===== src/rtl/fifo_arb_pkg.sv =====
// fifo_arb_pkg
// Shared types and constants for the FIFO write-port arbiter.
//   arb_state_e : arbiter FSM state (IDLE, LOCKED)
//   XFER_CNT_W  : width of the accepted-beat counter
package fifo_arb_pkg;

  typedef enum logic {
    IDLE   = 1'b0,
    LOCKED = 1'b1
  } arb_state_e;

  localparam int XFER_CNT_W = 16;

endpackage : fifo_arb_pkg


===== src/rtl/fifo_wr_arbiter_rr_pick.sv =====
// rr_pick
// Rotating-priority search: returns the first set bit of req, starting at
// ptr and wrapping from N_REQ-1 back to 0.
// Ports:
//   req   [N_REQ-1:0] request vector
//   ptr   [ID_W-1:0]  highest-priority position
//   found             at least one request is set
//   idx   [ID_W-1:0]  index of the selected request (0 when none)
module rr_pick #(
  parameter int N_REQ = 4,
  parameter int ID_W  = $clog2(N_REQ)
) (
  input  logic [N_REQ-1:0] req,
  input  logic [ID_W-1:0]  ptr,
  output logic             found,
  output logic [ID_W-1:0]  idx
);

  // One extra bit so ptr + offset can exceed N_REQ-1 before folding back.
  logic [ID_W:0] cand;

  always_comb begin
    found = 1'b0;
    idx   = '0;
    cand  = '0;
    for (int i = 0; i < N_REQ; i++) begin
      cand = {1'b0, ptr} + (ID_W+1)'(i);
      if (cand >= (ID_W+1)'(N_REQ)) begin
        cand = cand - (ID_W+1)'(N_REQ);
      end
      if (!found && req[cand[ID_W-1:0]]) begin
        found = 1'b1;
        idx   = cand[ID_W-1:0];
      end
    end
  end

endmodule : rr_pick


===== src/rtl/fifo_wr_arbiter.sv =====
// fifo_wr_arbiter
// Round-robin arbiter merging N_REQ valid/ready requesters onto one FIFO
// write port. Grant is combinational; the round-robin pointer advances past
// each accepted winner. A full FIFO stalls everything.
// Optional feature (macro FIFO_ARB_PKT_LOCK_EN): once a requester's first
// non-last beat is accepted, the grant stays with it until its i_last beat.
// Ports:
//   i_clk, i_rst_n  clock, asynchronous active-low reset
//   i_valid/i_data/i_last  per-requester beat, data slice k*WIDTH +: WIDTH
//   o_ready         one-hot accept toward the winner
//   o_wen/o_wdata   FIFO write strobe and data, i_full FIFO full flag
//   o_wid           index of the requester driving o_wdata
//   o_xfer_cnt      saturating count of accepted beats
module fifo_wr_arbiter
  import fifo_arb_pkg::*;
#(
  parameter int N_REQ = 4,
  parameter int WIDTH = 8
) (
  input  logic                     i_clk,
  input  logic                     i_rst_n,
  input  logic [N_REQ-1:0]         i_valid,
  input  logic [N_REQ*WIDTH-1:0]   i_data,
  input  logic [N_REQ-1:0]         i_last,
  output logic [N_REQ-1:0]         o_ready,
  output logic [WIDTH-1:0]         o_wdata,
  output logic                     o_wen,
  input  logic                     i_full,
  output logic [$clog2(N_REQ)-1:0] o_wid,
  output logic [XFER_CNT_W-1:0]    o_xfer_cnt
);

  localparam int ID_W = $clog2(N_REQ);

  function automatic logic [ID_W-1:0] ptr_after(input logic [ID_W-1:0] w);
    return (w == ID_W'(N_REQ-1)) ? '0 : w + 1'b1;
  endfunction

  function automatic logic [XFER_CNT_W-1:0] sat_inc(input logic [XFER_CNT_W-1:0] c);
    return (c == '1) ? c : c + 1'b1;
  endfunction

  arb_state_e            state_q, state_d;
  logic [ID_W-1:0]       rr_ptr_q, rr_ptr_d;
  logic [ID_W-1:0]       owner_q, owner_d;
  logic [XFER_CNT_W-1:0] xfer_cnt_q, xfer_cnt_d;

  logic            pick_found;
  logic [ID_W-1:0] pick_idx;
  logic            is_locked;
  logic            win_found;
  logic [ID_W-1:0] win_idx;
  logic            accept;

  rr_pick #(
    .N_REQ (N_REQ),
    .ID_W  (ID_W)
  ) u_rr_pick (
    .req   (i_valid),
    .ptr   (rr_ptr_q),
    .found (pick_found),
    .idx   (pick_idx)
  );

  // While locked the owner keeps the grant even with i_valid low, so a
  // bubble in its packet cannot let another requester interleave.
  assign is_locked = (state_q == LOCKED);
  assign win_found = i_rst_n && (is_locked || pick_found);
  assign win_idx   = is_locked ? owner_q : pick_idx;

  always_comb begin
    o_ready = '0;
    o_wdata = '0;
    o_wid   = '0;
    if (win_found) begin
      o_wid = win_idx;
      if (!i_full) begin
        o_ready[win_idx] = 1'b1;
      end
      for (int k = 0; k < N_REQ; k++) begin
        if (win_idx == ID_W'(k)) begin
          o_wdata = i_data[k*WIDTH +: WIDTH];
        end
      end
    end
  end

  assign accept     = |(i_valid & o_ready);
  assign o_wen      = accept;
  assign o_xfer_cnt = xfer_cnt_q;

  // Next-state: nothing moves without an accepted beat, which also covers
  // the full-FIFO hold.
  always_comb begin
    state_d    = state_q;
    rr_ptr_d   = rr_ptr_q;
    owner_d    = owner_q;
    xfer_cnt_d = accept ? sat_inc(xfer_cnt_q) : xfer_cnt_q;
    if (accept) begin
`ifdef FIFO_ARB_PKT_LOCK_EN
      case (state_q)
        IDLE: begin
          if (i_last[win_idx]) begin
            rr_ptr_d = ptr_after(win_idx);
          end else begin
            state_d = LOCKED;
            owner_d = win_idx;
          end
        end
        LOCKED: begin
          if (i_last[owner_q]) begin
            state_d  = IDLE;
            rr_ptr_d = ptr_after(owner_q);
          end
        end
        default: state_d = IDLE;
      endcase
`else
      rr_ptr_d = ptr_after(win_idx);
`endif
    end
  end

`ifndef FIFO_ARB_PKT_LOCK_EN
  logic unused_last;
  assign unused_last = ^i_last;
`endif

  always_ff @(posedge i_clk or negedge i_rst_n) begin
    if (!i_rst_n) begin
      state_q    <= IDLE;
      rr_ptr_q   <= '0;
      owner_q    <= '0;
      xfer_cnt_q <= '0;
    end else begin
      state_q    <= state_d;
      rr_ptr_q   <= rr_ptr_d;
      owner_q    <= owner_d;
      xfer_cnt_q <= xfer_cnt_d;
    end
  end

endmodule : fifo_wr_arbiter

===== config.mk =====
export PLATFORM = sky130hd
export DESIGN_NAME = fifo_wr_arbiter
export DESIGN_NICKNAME = d
export VERILOG_FILES = /design/src/rtl/fifo_arb_pkg.sv /design/src/rtl/fifo_wr_arbiter_rr_pick.sv /design/src/rtl/fifo_wr_arbiter.sv
export SDC_FILE = /design/constraint.sdc
export NUM_CORES = 1
export LEC_CHECK = 0
export CAP_MARGIN = 5
export CORE_MARGIN = 4
export CORE_UTILIZATION = 43
export CTS_CLUSTER_DIAMETER = 150
export DETAILED_ROUTE_END_ITERATION = 8
export HOLD_SLACK_MARGIN = 0.02
export PLACE_DENSITY_LB_ADDON = 0.05
export SYNTH_ARGS = -nofsm -noshare
export SYNTH_HDL_FRONTEND = slang
export SYNTH_SLANG_ARGS = --single-unit

===== constraint.sdc =====
create_clock -name i_clk -period 4.4 [get_ports i_clk]
set_input_delay 0.44 -clock i_clk [delete_from_list [all_inputs] [get_ports i_clk]]
set_output_delay 0.44 -clock i_clk [all_outputs]
set_load 0.03 [all_outputs]

==> reports/metrics.yaml, run 1 <==
fp-row-count: 20
clock-sinks: 18
tns_ps: 0
cts_tree: "done"
die_x_um: 65.1
final_area_um2: 2170
gp_congestion: 0.788
cp-end-kind: "output pin"
syn_inst: 165
place_inst: 273
cts-root-buf: "clkbuf_4"
htree_levels: 1
synth.area.top_cells: "dfrtp_1 (32%), xnor2_1 (8.8%), a211o_1 (5.0%), a21oi_1 (5.0%), a221oi_1 (5.0%)"
synth_common_cells: "dfrtp_1 (18), a21oi_1 (14), xnor2_1 (14)"
fmax_mhz: 247
drv_cap: 0
dp_hpwl_um: 3240
fin_nets: 282
final_util: 0.705
total_leakage_power_nw: 0.876
routedWlPerCell_um: 15.0
post-place-ws_ps: 356
cts_made_buffers: 3
yosysTopAreaCellShare: 0.321
hold_slack_ps: 470
fin_crit_sh: 0.919
slowest_stage: "clkdlybuf4s50_1"
irDropWorstVdd_uv: 445
setup_ws_ps: 357
synth_warnings: 0
drtIter0Drc: 81
nFillCells: 286
slew_viol_final: 0
die_h_um: 65.1
vias: 1512
worstHoldPathType: "input port to async pin"
antenna_cells: 0
crit_chain: "clkdlybuf4s50_1 > mux2i_1 > nor2_1 > nor3_1 > ha_1 > a221oi_1 > a211o_1 > a21oi_1 > clkdlybuf4s50_1"
clockBufferDepth: 2
power.total_mw: 0.887
critical_path_required_ps: 3960
multi_input_area_um2: 858
synth_ff_type: "dfrtp_1"
final_cells: 277
overflow: 0
die_area_um2: 4240
syn_nets: 213
tightest_slew_ps: 614
cts_resized: 0
critPathKind: "input port to output pin"
clock_skew_ps: 2.18
syn_area_um2: 1400
postCtsHoldBufs: 0
firstDrtPassIters: 4
core_area_um2: 3080
clkSlewWorstSetupHoldPaths_ps: 100
avgViaCountPerCell: 5.46
synth_largest_area_cell: "dfrtp_1"
drive_above_1_share: 0.0687
power_density_nw_per_um2: 409
grt_pass1_wl_um: 6590
slowest_delay_ps: 690
final_hold_viol_count: 0
finalSetupViolCount: 0
async_flop_share: 1.00
cp_common_cell: "clkdlybuf4s50_1"
synth-edff-count: 0
initial_core_util: 0.455
antenna_found_initial: 0
finalCriticalPeriod_ps: 4040
portBuffers: 69
drc: 0
worstSetupStartpointType: "input port"
worstPathArrival_ps: 3600
area_growth_pct: 54.8
ys_ff_latch: 18
first_global_vias: 1518
grt_use_total: 0.194
timing.slew.headroom: 0.591
dpl_cell_area_um2: 2130
rsz0062_at_grt: "no"
clk-insertion-delay-late_ps: 290
synth_cell_type_count: 37
syn_area_per_cell_um2: 8.49
regArea_um2: 450
yosys.cell_count.top_type: "dfrtp_1"
detail-route-antenna-nets: 0
outcome: "completed"
grt_max_degree: 22
path_max_fanout: 18
pin_count: 74
wl_um: 4170
cts_setup_buffers: 0
synth.yosys.seq_area_share: 0.321
==> cells in the final DEF, fill, tap and decap left out, types with 2 or more instances in the layout <==
master	netlist	routed
a221oi_1	8	8
a22oi_1	2	2
and2_1	6	6
dfrtp_1	18	18
ha_1	5	5
buf_4	0	4
nor2_1	10	10
nand4_1	4	4
clkdlybuf4s50_1	0	69
inv_1	13	13
mux2_2	2	2
clkbuf_4	0	3
nand3_1	10	10
o211ai_1	2	2
nand2_1	12	12
nor2b_1	8	8
xnor2_1	14	14
nor3_1	2	2
and3_1	3	3
a21oi_1	14	14
a211o_1	8	8
==> routing by layer <==
metal  GRT usage  share of wire
met1       0.245           0.42
met2       0.314           0.50
met3      0.0659          0.076
met4      0.0544         0.0070
met5           0              0
==> sequential cells by signal, summed over array words and instances (netlist names) <==
name and count:
o_xfer_cnt 16, rr_ptr_q 2
==> worst max-delay path, delay by kind of cell <==
family	cells	cell delay, ps
compound gates	3	660
fa+ha+maj	1	620
buf+inv	2	1200
mux	1	180
simple gates	2	510
==> final cells by class <==
class	count	area share
Clock buffer	4	0.0167
Inverter	13	0.0225
Multi-Input combinational cell	125	0.396
Sequential cell	18	0.208
Tap cell	44	0.0254
Timing Repair Buffer	73	0.332
==> logic make-up (layout without fill, tap and decap cells) <==
kind of cell	count (synthesis)	count (layout)	synth area share
XOR/XNOR	14	14	0.0875
flip-flops	18	18	0.321
multiplexers	3	3	0.0232
buffers and inverters	22	90	0.0661
adder cells (fa/ha/maj)	5	5	0.0446
AO/OA/AOI/OAI	42	42	0.226
AND/OR/NAND/NOR	61	61	0.231
==> path summary, 6_finish.rpt <==
| kind | start | to | slack, ps | depth (start not counted) |
|---|---|---|---|---|
| max | i_valid[0] | o_wdata[4] | 360 | 9 |
| min | i_rst_n | o_xfer_cnt[13] | 470 | 2 |
| max reg2reg | rr_ptr_q[1] | o_xfer_cnt[15] | 1350 | 9 |
| min reg2reg | o_xfer_cnt[5] | o_xfer_cnt[5] | 520 | 1 |
| max in group asynchronous | i_rst_n | o_xfer_cnt[4] | 3720 | 2 |
| min in group i_clk | o_xfer_cnt[5] | o_xfer_cnt[5] | 520 | 1 |
==> power by group <==
| part | total (mW) | switching (mW) | leakage, nW | internal [mW] |
|---|---|---|---|---|
| logic | 0.545 | 0.297 | 0.616 | 0.248 |
| registers | 0.239 | 0.0449 | 0.240 | 0.194 |
| clock network | 0.102 | 0.0515 | 0.0210 | 0.0504 |
(Power assumes the default switching activity.)
==> run 2: changes to the inputs <==
--- a/config.mk
+++ b/config.mk
@@ -12,6 +12,8 @@
 export DETAILED_ROUTE_END_ITERATION = 8
 export HOLD_SLACK_MARGIN = 0.02
 export PLACE_DENSITY_LB_ADDON = 0.05
+export SKIP_LAST_GASP = 1
+export SLEW_MARGIN = 5
 export SYNTH_ARGS = -nofsm -noshare
 export SYNTH_HDL_FRONTEND = slang
 export SYNTH_SLANG_ARGS = --single-unit
==> constraint.sdc (replaced) <==
create_clock -name i_clk -period 4.4 [get_ports i_clk]
set_input_delay 0.44 -clock i_clk [delete_from_list [all_inputs] [get_ports i_clk]]
set_output_delay 0.44 -clock i_clk [all_outputs]
set_load 0.1 [all_outputs]
==> run 2 against run 1 <==
  * Final cell count is 0.72% lower
  * First-iteration DRC count is 19% lower
  * Via count is 1.6% lower
  * Sequential cell count stayed put
  * Count of clock-buffer cells in the layout stayed put
  * Core utilization is 1.3 points lower
  * Power is 31% higher
  * Combinational power is 50% higher
  * Hold slack hardly changed
==> reports/metrics.yaml, run 2 (same netlist as run 1, synthesis figures left out) <==
firstDrtPassIters: 4  # unchanged
rsz0062_at_grt: "no"  # unchanged
drc: 0  # unchanged
grt_max_degree: 22  # unchanged
finalSetupViolCount: 0  # unchanged
worstPathArrival_ps: 3300  # was 3600 ps
avgViaCountPerCell: 5.41  # was 5.46
final_hold_viol_count: 0  # unchanged
fin_crit_sh: 0.851  # was 0.919
tightest_slew_ps: 988  # was 614 ps
hold_slack_ps: 470  # about the same
irDropWorstVdd_uv: 489  # was 445 uV
postCtsHoldBufs: 0  # unchanged
multi_input_area_um2: 858  # unchanged
fp-row-count: 20  # unchanged
vias: 1488  # was 1512
cts_setup_buffers: 0  # unchanged
cts_resized: 0  # unchanged
tns_ps: 0  # unchanged
routedWlPerCell_um: 15.1  # was 15.0 um
cts_tree: "done"  # unchanged
overflow: 0  # unchanged
setup_ws_ps: 657  # was 357 ps
path_max_fanout: 18  # unchanged
clock-sinks: 18  # unchanged
cp-end-kind: "output pin"  # unchanged
wl_um: 4140  # was 4170 um
clk-insertion-delay-late_ps: 290  # about the same
initial_core_util: 0.455  # unchanged
worstSetupStartpointType: "input port"  # unchanged
final_cell_mix: "clkdlybuf4s50_1 (54), dfrtp_1 (18), buf_4 (16)"  # was clkdlybuf4s50_1 (69), dfrtp_1 (18), a21oi_1 (14), xnor2_1 (14), inv_1 (13)
grt_pass1_wl_um: 6730  # was 6590 um
critical_path_required_ps: 3960  # about the same
worstHoldPathType: "input port to async pin"  # unchanged
pin_count: 74  # unchanged
grt_use_total: 0.197  # was 0.194
largest_register_ffs: 16  # unchanged
total_leakage_power_nw: 0.895  # was 0.876 nW
fin_nets: 280  # was 282
finalCriticalPeriod_ps: 3740  # was 4040 ps
nFillCells: 283  # was 286
slew_viol_final: 0  # unchanged
place_inst: 271  # was 273
drtIter0Drc: 66  # was 81
fmax_mhz: 267  # was 247 MHz
drv_cap: 0  # unchanged
antenna_cells: 0  # unchanged
outcome: "completed"  # unchanged
htree_levels: 1  # unchanged
timing.slew.headroom: 0.339  # was 0.591
cts-root-buf: "clkbuf_4"  # unchanged
antenna_found_initial: 0  # unchanged
first_global_vias: 1497  # was 1518
portBuffers: 69  # unchanged
die_area_um2: 4240  # unchanged
core_area_um2: 3080  # unchanged
final_util: 0.692  # was 0.705
gp_congestion: 0.786  # was 0.788
detail-route-antenna-nets: 0  # unchanged
regArea_um2: 450  # unchanged
die_x_um: 65.1  # unchanged
clock_skew_ps: 3.27  # was 2.18 ps
drive_above_1_share: 0.126  # was 0.0687
critPathKind: "input port to output pin"  # unchanged
final_cells: 275  # was 277
area_growth_pct: 52.0  # was 54.8%
dp_hpwl_um: 3220  # was 3240 um
clockBufferDepth: 2  # unchanged
die_h_um: 65.1  # unchanged
power_density_nw_per_um2: 545  # was 409 nW/um^2
final_common_cell: "clkdlybuf4s50_1"  # unchanged
cts_made_buffers: 3  # unchanged
clkSlewWorstSetupHoldPaths_ps: 110  # was 100 ps
post-place-ws_ps: 707  # was 356 ps
[run 2: area by class of cell]
| class | instances | area share |
|---|---|---|
| Multi-Input combinational cell | 125 | 0.403 |
| Sequential cell | 18 | 0.212 |
| Inverter | 13 | 0.0229 |
| Timing Repair Buffer | 71 | 0.320 |
| Clock buffer | 4 | 0.0170 |
| Tap cell | 44 | 0.0259 |
[run 2: per-layer routing]
metal | wire length [um] | global-route usage | up-vias | share of wire
li1 | - | - | 726 | -
met1 | 1760 | 0.253 | 702 | 0.42
met2 | 2100 | 0.346 | 58 | 0.51
met3 | 267 | 0.0468 | 2 | 0.064
met4 | 16 | 0.0207 | 0 | 0.0039
met5 | 0 | 0 | - | 0
[run 2: path summary, 6_finish.rpt]
path | endpoint | from | slack, ps | cells after the start
max | o_wen | i_valid[0] | 660 | 8
min | o_xfer_cnt[13] | i_rst_n | 470 | 2
max reg2reg | o_xfer_cnt[1] | rr_ptr_q[1] | 1240 | 8
min reg2reg | o_xfer_cnt[15] | o_xfer_cnt[15] | 520 | 1
max in group asynchronous | o_xfer_cnt[6] | i_rst_n | 3720 | 2
min in group i_clk | o_xfer_cnt[15] | o_xfer_cnt[15] | 520 | 1
[run 2: report_power, final]
group | switching (mW) | internal [mW] | leakage [nW] | total (mW)
combinational | 0.582 | 0.237 | 0.635 | 0.819
sequential | 0.0445 | 0.194 | 0.240 | 0.239
clock | 0.0524 | 0.0504 | 0.0210 | 0.103
[run 2: critical path, cell delays in order]
cell and delay [ps]:
clkdlybuf4s50_1 520, mux2i_1 170, nor2_1 60, nor3_1 480
ha_1 660, a22oi_1 240, a21oi_2 490, buf_12 250
[run 2: metrics by stage]
stage,area (um^2),total power [mW]
3_5_place_dp,2090,1.06
2_1_floorplan,1400,0.864
3_3_place_gp,2090,1.04
6_report,2130,1.16
5_1_grt,2130,1.22
4_1_cts,2130,1.17
